$ cat config.mk
export PLATFORM = sky130hd
export DESIGN_NAME = instruction_fetch
export DESIGN_NICKNAME = d
export VERILOG_FILES = /design/src/rtl/instruction_fetch.sv
export SDC_FILE = /design/constraint.sdc
export NUM_CORES = 1
export LEC_CHECK = 0
export BUFFER_PORTS_ARGS = -buffer_cell sky130_fd_sc_hd__clkbuf_2
export CAP_MARGIN = 20
export CORE_UTILIZATION = 51
export DETAILED_ROUTE_END_ITERATION = 6
export HOLD_SLACK_MARGIN = 0.1
export PLACE_DENSITY_LB_ADDON = 0.05
export SETUP_SLACK_MARGIN = 0.2
export SLEW_MARGIN = 20
export SYNTH_ARGS = -nofsm -noshare
export SYNTH_HDL_FRONTEND = slang
export SYNTH_SLANG_ARGS = --single-unit
$ cat constraint.sdc
create_clock -name clk -period 4.7 [get_ports clk]
set_input_delay 0.235 -clock clk [delete_from_list [all_inputs] [get_ports clk]]
set_output_delay 0.235 -clock clk [all_outputs]
set_load 0.05 [all_outputs]
$ cat src/rtl/instruction_fetch.sv
// Instruction fetch stage: owns the PC, drives instruction memory and
// fills the IF/ID pipeline register. Illegal PCs (misaligned or beyond
// the end of instruction memory) latch a sticky fault and park the stage
// in HALT until the next reset.
module instruction_fetch #(
    parameter logic [31:0] RESET_PC   = 32'h0000_0000,
    parameter int unsigned IMEM_BYTES = 1024
) (
    input  logic        clk,
    input  logic        rst,
    output logic [31:0] imem_addr,
    input  logic [31:0] imem_data,
    input  logic        stall,
    input  logic        redirect_valid,
    input  logic [31:0] redirect_pc,
    output logic        if_valid,
    output logic [31:0] if_pc,
    output logic [31:0] if_instr,
    output logic [31:0] if_pc_plus4,
    output logic        fetch_fault
);

    typedef enum logic [1:0] {
        BOOT,
        RUN,
        HALT
    } state_t;

    // Highest byte address that still holds a complete instruction word.
    localparam logic [31:0] PC_LIMIT = 32'(IMEM_BYTES - 4);
    localparam logic [31:0] NOP      = 32'h0000_0013;

    state_t      state_q, state_d;
    logic [31:0] pc_q, pc_d;
    logic        if_valid_q, if_valid_d;
    logic [31:0] if_pc_q, if_pc_d;
    logic [31:0] if_instr_q, if_instr_d;
    logic [31:0] if_pc_plus4_q, if_pc_plus4_d;
    logic        fetch_fault_q, fetch_fault_d;
    logic        pc_legal;
    logic [31:0] pc_next_seq;

    // The range check runs on the current PC, so a wrapped PC+4 is never fetched.
    assign pc_legal    = (pc_q[1:0] == 2'b00) && (pc_q <= PC_LIMIT);
    assign pc_next_seq = pc_q + 32'd4;

    assign imem_addr   = pc_q;
    assign if_valid    = if_valid_q;
    assign if_pc       = if_pc_q;
    assign if_instr    = if_instr_q;
    assign if_pc_plus4 = if_pc_plus4_q;
    assign fetch_fault = fetch_fault_q;

    // Next-state and datapath control: redirect beats fault check beats stall.
    always_comb begin
        state_d       = state_q;
        pc_d          = pc_q;
        if_valid_d    = if_valid_q;
        if_pc_d       = if_pc_q;
        if_instr_d    = if_instr_q;
        if_pc_plus4_d = if_pc_plus4_q;
        fetch_fault_d = fetch_fault_q;
        case (state_q)
            BOOT: begin
                state_d    = RUN;
                if_valid_d = 1'b0;
            end
            RUN: begin
                if (redirect_valid) begin
                    pc_d       = redirect_pc;
                    if_valid_d = 1'b0;
                end else if (!pc_legal) begin
                    fetch_fault_d = 1'b1;
                    if_valid_d    = 1'b0;
                    state_d       = HALT;
                end else if (!stall) begin
                    if_pc_d       = pc_q;
                    if_instr_d    = imem_data;
                    if_pc_plus4_d = pc_next_seq;
                    if_valid_d    = 1'b1;
                    pc_d          = pc_next_seq;
                end
            end
            HALT: begin
                if_valid_d    = 1'b0;
                fetch_fault_d = 1'b1;
            end
            default: begin
                state_d = BOOT;
            end
        endcase
    end

    // State and pipeline registers; synchronous reset overrides every input.
    always_ff @(posedge clk) begin
        if (rst) begin
            state_q       <= BOOT;
            pc_q          <= RESET_PC;
            if_valid_q    <= 1'b0;
            if_pc_q       <= 32'h0;
            if_instr_q    <= NOP;
            if_pc_plus4_q <= 32'h0;
            fetch_fault_q <= 1'b0;
        end else begin
            state_q       <= state_d;
            pc_q          <= pc_d;
            if_valid_q    <= if_valid_d;
            if_pc_q       <= if_pc_d;
            if_instr_q    <= if_instr_d;
            if_pc_plus4_q <= if_pc_plus4_d;
            fetch_fault_q <= fetch_fault_d;
        end
    end

endmodule

Word level (Yosys, flattened, before mapping)
Index checks and enable logic that the tools add are counted.

Bits in registers: 132. Output and inout port bits: 130. Word-level logic and storage cells: 43.

Add/subtract/negate cells: 1. $lt $le $gt $ge: 1. Eq/ne operators: 6. Muxes and demuxes: 13. Bitwise logic cells: 3. Reductions and logical operators: 12.

Operator list (number): $mux W32 (3); $add A32 B3 Y32 const B (1); $le A32 B10 Y1 const B (1); $reduce_and A3 Y1 (3); $pmux W2 S3 (1); $reduce_bool A2 Y1 (3); $mux W1 (5); $logic_not A2 Y1 (2); $mux W2 (2); $ne A2 B2 Y1 const B (2); $ne A4 B4 Y1 const B (1); $pmux W1 S2 (2); $reduce_and A4 Y1 (1); $not A1 Y1 (3); $eq A2 B1 Y1 const B (1); $eq A2 B2 Y1 const B (1); $ne A2 B1 Y1 const B (1); $reduce_and A2 Y1 (1); $reduce_or A2 Y1 (1); $logic_and A1 B1 Y1 (1).

Logic depth before layout (Yosys ltp)
Gate-level depths: netlist of run 1.

Depth after elaboration: 5. Depth in mapped cells: 7.

Least setup slack after synthesis of run 1
OpenSTA, ideal clock, no wires.

Kind: reg2reg. From: register pc_q[2] (netlist: imem_addr[2]). To: register pc_q[16] (netlist: imem_addr[16]). Library setup time: 0.087 ns. Arrival time: 2.043 ns. Path slack: 2.570 ns. Stages on the path, launching flop included: 7. Buffers on the path: 0. Path through: dfxtp_1 > ha_1 > and4_1 > nand4_1 > nor4b_1 > nor2_1 > o31ai_1.

Cells in the longest elaborated chain, start to end: 4. Elaborated cells between the ends (all ways): 8. Those cells by class: add/sub: 1; order compare: 1; mux: 3; reduce/logical: 3.

Ends and longest elaborated chain: start: declaration (RTL line 34) `logic [31:0] pc_q, pc_d;`; start signal: assignment (RTL line 106) `pc_q <= pc_d;`; $add A32 B3 Y32 or $le A32 B10 Y1 (tied branches) (RTL line 45, 44); $mux W32 or $logic_and A1 B1 Y1 (tied branches) (RTL line 76, 44); $mux W32 or $reduce_bool A2 Y1 (tied branches); $mux W32 or $reduce_and A3 Y1 (tied branches).

Several ways; a longest one is shown, not always the timed one. The select of a mux whose other input is x is not followed. A chain may end at the register's enable or synchronous reset.

Worst setup path in the final report of run 1
From: register pc_q[26] (netlist: imem_addr[26]). To: register pc_q[9] (netlist: imem_addr[9]).

Cells in the longest elaborated chain, start to end: 4.

Ends and longest elaborated chain: $le A32 B10 Y1 (RTL line 44) `assign pc_legal = (pc_q[1:0] == 2'b00) && (pc_q <= PC_LIMIT);`; $logic_and A1 B1 Y1 (RTL line 44); $reduce_bool A2 Y1 (no line); $reduce_and A3 Y1 (no line).

No other way between the ends.

==> metrics.yaml, run 1 <==
sta:
  worst_clock_skew_ns: 0.00936
  timing.slew.headroom_pct: 31.0
  tightestPinTransition_ns: 1.03
  setup_tns_ns: 0
  finalHoldViolations: 0
  maxSlewViolCount: 0
  fin_crit_ns: 2.57
  max_freq_mhz: 389
  setup_viol: 0
  rsz0062_at_grt: "false"
  post-route-period-util_pct: 54.7
detailed_routing:
  drcViolationCount: 0
  drt-pass1-iter-count: 4
  drtIter0Drc: 326
  drtAntennaViolNets: 0
  vias_per_cell: 5.14
  wl_um: 13100
  wl_per_cell_um: 14.3
  vias: 4703
floorplanning:
  core_um2: 9200
  initial_core_util_pct: 52.5
  rows: 35
  dieArea_um2: 9870
  pin_count: 198
  fp.dieW_um: 99.3
  die_h_um: 99.3
yosys:
  synth_commonest_cells: "130 x dfxtp_1, 127 x nand2_1, 60 x a21oi_1"
  ys_seq_area_share_pct: 53.9
  synth_top_area_share_pct: 53.9
  synth_top_cell_by_area: "dfxtp_1"
  synth.most_common_cell: "dfxtp_1"
  synth_edf_count: 0
  async_flop_share_pct: 0
  postSynthCellCount: 549
  synth_nets: 618
  syn_area_um2: 4830
  synthTopCellsByArea: "dfxtp_1 54%, nand2_1 9.9%, a21oi_1 6.2%"
  ys.flop_type: "dfxtp_1"
  avgSynthCellArea_um2: 8.80
  synth_seq_cells: 130
  yosys.cell_types.count: 43
  yosys_warnings: 0
outcome:
  outcome: "finished clean"
cells_and_area:
  area_growth_pct: 44.8
  drive_gt1_share_pct: 29.7
  n_antenna_cell: 0
  final_area_um2: 6990
  fin_nets: 860
cts:
  cts_setup_buffers: 0
  cts_buffer_depth: 2
  cts-buffers-inserted: 17
  clkTransAtPathRegs_ns: 0.06
  htree_levels: 4
  cts_resized: 0
  cts_tree: "done"
  clkLatencyLatePin_ns: 0.51
  cts_root_buf: "clkbuf_8"
  clkSinkCount: 130
global_routing:
  grt_max_degree: 58
  antenna_found_initial: 0
  grt_usage_pct: 27.1
  grt_pass1_vias: 4470
  grt_pass1_wl_um: 21300
  grt_overflow_total: 0
worst_setup_path:
  cp_slowest_cell: "o31ai_2"
  required_ns: 5.06
  slowest_delay_ns: 0.92
  setup.worst_path.end_class: "register"
  cp.arrival_ns: 2.93
  critPathMaxFanout: 14
  crit_path_cell_trace: "nor4_1, nand4_2, o31ai_2, buf_4, o21a_1, o32ai_1"
  startpoint_type: "register"
  crit_type: "register to register"
placement:
  postPlaceCellArea_um2: 5800
  portBuffers: 197
  hpwl_um: 8180
  finalWeightedCongestion: 0.931
power_and_ir_drop:
  peakVddDrop_v: 0.000249
  p_leak_uw: 0.00304
  powerDensity_nw_per_um2: 419
job:
  drv_cap: 0
worst_hold_path:
  hp-class: "primary input to register"
critical path, delay by kind of cell, from the launching register on:
kind | cells | cell delay [ns]
flip-flops | 1 | 0.33
AND/OR/NAND/NOR | 2 | 0.68
buffers and inverters | 1 | 0.30
AO/OA/AOI/OAI | 3 | 1.12
routing by layer:
layer / routed length (um) / up-vias / GRT usage [%]
met5: 0 / - / 0
met4: 229 / 0 / 11.9
met3: 888 / 25 / 7.80
met2: 6230 / 180 / 43.8
met1: 5720 / 2152 / 33.8
li1: - / 2346 / -
layout by cell type (no fill, tap or decap), drive strengths merged, types with 5 or more instances in the layout:
cell type    count
a21oi           60
a22o             9
nand3           14
nand2b           7
nand2          127
a211oi           8
and2            46
nor4             8
dlygate4sd3     62
dfxtp          130
clkbuf         216
o21ai            9
a22oi            5
inv              9
nor2            28
o31ai           13
logic make-up after synthesis:
kind of cell	Yosys count	share of synthesized area (%)
compound gates	114	14.6
xor+xnor	7	1.27
fa+ha+maj	1	0.259
buf+inv	44	4.30
flops	130	53.9
mux	1	0.207
simple gates	252	25.5
what timing repair did:
action                                  4_1_cts  5_1_grt
hold endpoints to repair                     62        0
endpoints found under the setup margin        0        0
hold buffers                                 62        0
area by class of cell:
type                    instances  area [um2]
clock inverters                13         150
fillers                       677        2200
well taps                     111         139
flip-flops and latches        130        2600
clock buffers                  19         422
multi-input cells             375        2030
repair buffers                263        1640
inverters                       4        15.0
path summary, 6_finish.rpt:
path / cells after the start / start / end / slack, ns
max reg2reg: 6 / imem_addr[26] / imem_addr[9] / 2.13
max: 6 / imem_addr[26] / imem_addr[9] / 2.13
min: 5 / redirect_pc[12] / imem_addr[12] / 0.12
min reg2reg: 2 / fetch_fault / fetch_fault / 0.45
report_power, final:
group          leakage (uW)  total (uW)  internal, uW  switching (uW)
clock              0.000274        1260           764             496
sequential          0.00105        1200          1150            49.0
combinational       0.00171         477           151             326
total               0.00304        2930          2060             871
metrics by stage:
stage | total power [uW] | utilization, % | setup slack (ns) | hold WS (ns) | instances
after floorplan | 1530 | - | 2.57 | 0.359 | 549
after global placement | 1640 | 63.0 | 2.26 | 0.434 | 821
after detailed placement | 1650 | 63.1 | 2.14 | 0.442 | 821
after CTS | 2950 | 76.0 | 2.19 | 0.103 | 915
after global routing | 3050 | 76.0 | 1.94 | 0.139 | 915
final | 2930 | 76.0 | 2.13 | 0.123 | 915
sequential cells by signal (all words and copies together) (netlist names):
register,cells
if_pc_plus4,30
if_valid,1
if_pc,32
if_instr,32
state_q,2
imem_addr,32
fetch_fault,1
Note: power is estimated with default switching activity, not from simulation.
==> run 2, diff against run 1 <==
CORE_UTILIZATION = 48   (was 51)
clock period = 2.6 ns   (was 4.7 ns; I/O delays follow)
==> run 2 against run 1 <==
  * Sequential share of layout area down 1.2 points
  * Clock skew decreased by 0.0031 ns
  * Via count rose by 0.30%
  * Register-to-register slack got worse by 1.8 ns
  * Sequential power up 79%
  * Core utilization down 2.1 points
  * First-iteration DRC count is 13% lower
  * Flip-flop and latch count unchanged
  * Worst setup slack got worse by 1.8 ns
  * Critical endpoint is now imem_addr[14]
  * Global-route usage decreased by 2.4 points
  * Cell count grew 4.2%
==> metrics.yaml, run 2 (synthesis results as in run 1) <==
power_and_ir_drop:
  power_uw: 5560  # +90%
  switchingPower_uw: 1580  # +81%
  pwr-share-seq_pct: 38.6  # -2.2 points
  p_leak_uw: 0.00315  # +3.6%
  peakVddDrop_v: 0.000514  # +110%
  swShare_pct: 28.4  # -1.3 points
  powerDensity_nw_per_um2: 770  # +84%
  clkPwrFrac_pct: 44.9  # +1.9 points
  p_int_uw: 3980  # +93%
  combPwrFrac_pct: 16.5  # +0.2 points
floorplanning:
  die_h_um: 102  # +3.0%
  core_um2: 9770  # +6.3%
  pin_count: 198  # unchanged
  dieArea_um2: 10500  # +6.1%
  fp.dieW_um: 102  # +3.0%
  initial_core_util_pct: 49.4  # -3.1 points
  rows: 36  # +2.9%
worst_setup_path:
  required_ns: 3.05  # -2.01 ns
  worstSetupStartpoint: "imem_addr[20]"
  cp.arrival_ns: 2.70  # -0.23 ns
  critPathMaxFanout: 13  # -1
  crit_type: "register to register"
  r2r-start: "imem_addr[20]"
  startpoint_type: "register"
  setup.worst_path.end_class: "register"
global_routing:
  grt_overflow_total: 0  # unchanged
  grt_pass1_vias: 4306  # -3.7%
  grt_usage_pct: 24.7  # -2.4 points
  grt_pass1_wl_um: 19900  # -6.5%
  grt_max_degree: 75  # +29%
  antenna_found_initial: 0  # unchanged
detailed_routing:
  drtAntennaViolNets: 0  # unchanged
  drtIter0Drc: 284  # -13%
  drt-pass1-iter-count: 5  # +1
  vias_per_cell: 4.95  # -3.7%
  drcViolationCount: 0  # unchanged
  vias: 4717  # +0.30%
  wl_um: 13100  # +0.21%
  wl_per_cell_um: 13.7  # -3.8%
outcome:
  outcome: "finished clean"
placement:
  portBuffers: 197  # unchanged
  finalWeightedCongestion: 0.785  # -16%
  hpwl_um: 8310  # +1.5%
  dp_cells: 851  # +3.7%
sta:
  setup_tns_ns: 0  # unchanged
  setup_viol: 0  # unchanged
  worst_clock_skew_ns: 0.00625  # -0.00311 ns
  max_freq_mhz: 444  # +14%
  finalHoldViolations: 0  # unchanged
  post-route-period-util_pct: 86.6  # +32 points
  timing.slew.headroom_pct: 49.7  # +19 points
  rsz0062_at_grt: "false"
  tightestPinTransition_ns: 0.755  # -0.274 ns
  maxSlewViolCount: 0  # unchanged
  fin_crit_ns: 2.25  # -0.318 ns
cts:
  clkLatencyLatePin_ns: 0.51  # about the same
  htree_levels: 4  # unchanged
  clkTransAtPathRegs_ns: 0.06  # about the same
  cts_buffer_depth: 2  # unchanged
  cts-buffers-inserted: 17  # unchanged
  clkSinkCount: 130  # unchanged
  cts_tree: "done"
  cts_root_buf: "clkbuf_8"
cells_and_area:
  layout.cells.most_common: "clkbuf_2"
  fin_nets: 876  # +1.9%
  final_cells: 953  # +4.2%
  drive_gt1_share_pct: 30.9  # +1.1 points
  area_growth_pct: 49.5
  n_antenna_cell: 0  # unchanged
  final_cell_mix: "197 x clkbuf_2, 130 x dfxtp_1, 127 x nand2_1, 67 x dlygate4sd3_1, 60 x a21oi_1"
  fillers: 753  # +11%
worst_hold_path:
  hp-start: "redirect_valid"
  hp-class: "primary input to register"
job:
  drv_cap: 0  # unchanged
[run 2: cell count changes in the layout (fill, tap and decap cells not counted), moves of 2 or more]
| cell | change |
|---|---|
| buf_4 | +10 |
| bufinv_16 | +2 |
| clkbuf_1 | -2 |
| dlygate4sd3_1 | +5 |
| inv_6 | -3 |
[run 2: power by group through the flow]
stage / sequential (uW) / clock, uW / combinational [uW]
3_5_place_dp: 2190 / 0 / 813
5_1_grt: 2160 / 2650 / 984
2_1_floorplan: 2420 / 0 / 348
3_3_place_gp: 2180 / 0 / 802
4_1_cts: 2140 / 2540 / 895
6_report: 2150 / 2500 / 916
[run 2: layer usage]
layer / vias to the layer above / track usage [%] / routed length (um)
met5: - / 0 / 0
met3: 16 / 9.30 / 1030
li1: 2381 / - / -
met1: 2141 / 29.7 / 5700
met4: 0 / 9.12 / 160
met2: 179 / 40.2 / 6200
[run 2: stage by stage]
stage                     util (%)  setup slack [ns]  hold WS [ns]  cell area, um2
after CTS                     73.6             0.318         0.273            7190
final                         73.9             0.349         0.290            7220
after global placement        60.2             0.462         0.343            5880
after floorplan                  -             0.470         0.254            4830
after global routing          73.9             0.224         0.343            7220
after detailed placement      60.2             0.435         0.357            5890
[run 2: layout make-up]
cell class                      count  area [um2]  area share (%)
Sequential cell                   130        2600            36.0
Timing Repair Buffer              279        1770            24.5
Clock inverter                     14         204            2.82
Tap cell                          133         166            2.30
Multi-Input combinational cell    375        2030            28.2
Inverter                            4        15.0           0.208
Clock buffer                       18         428            5.92
[run 2: critical path: stages, from the launching register on]
cell and delay [ns]:
dfxtp_1 0.36, nor4_2 0.31, nand4_2 0.24, o31ai_2 0.33
buf_6 0.20, a22oi_1 0.07, nor2_1 0.10, dlygate4sd3_1 0.56
[run 2: timing repair]
item / in CTS / in global routing
setup endpoints to repair: 0 / 1
hold buffers: 67 / 0
resized for setup: 0 / 3
buffers inserted: 0 / 3
hold endpoints to repair: 65 / 0
[run 2: path summary, 6_finish.rpt]
| path | cells past startpoint | to | slack, ns |
|---|---|---|---|
| hold / removal | 3 | imem_addr[3] | 0.29 |
| setup / recovery | 7 | imem_addr[14] | 0.35 |
| setup reg to reg | 7 | imem_addr[14] | 0.35 |
| hold reg to reg | 2 | if_instr[7] | 0.45 |
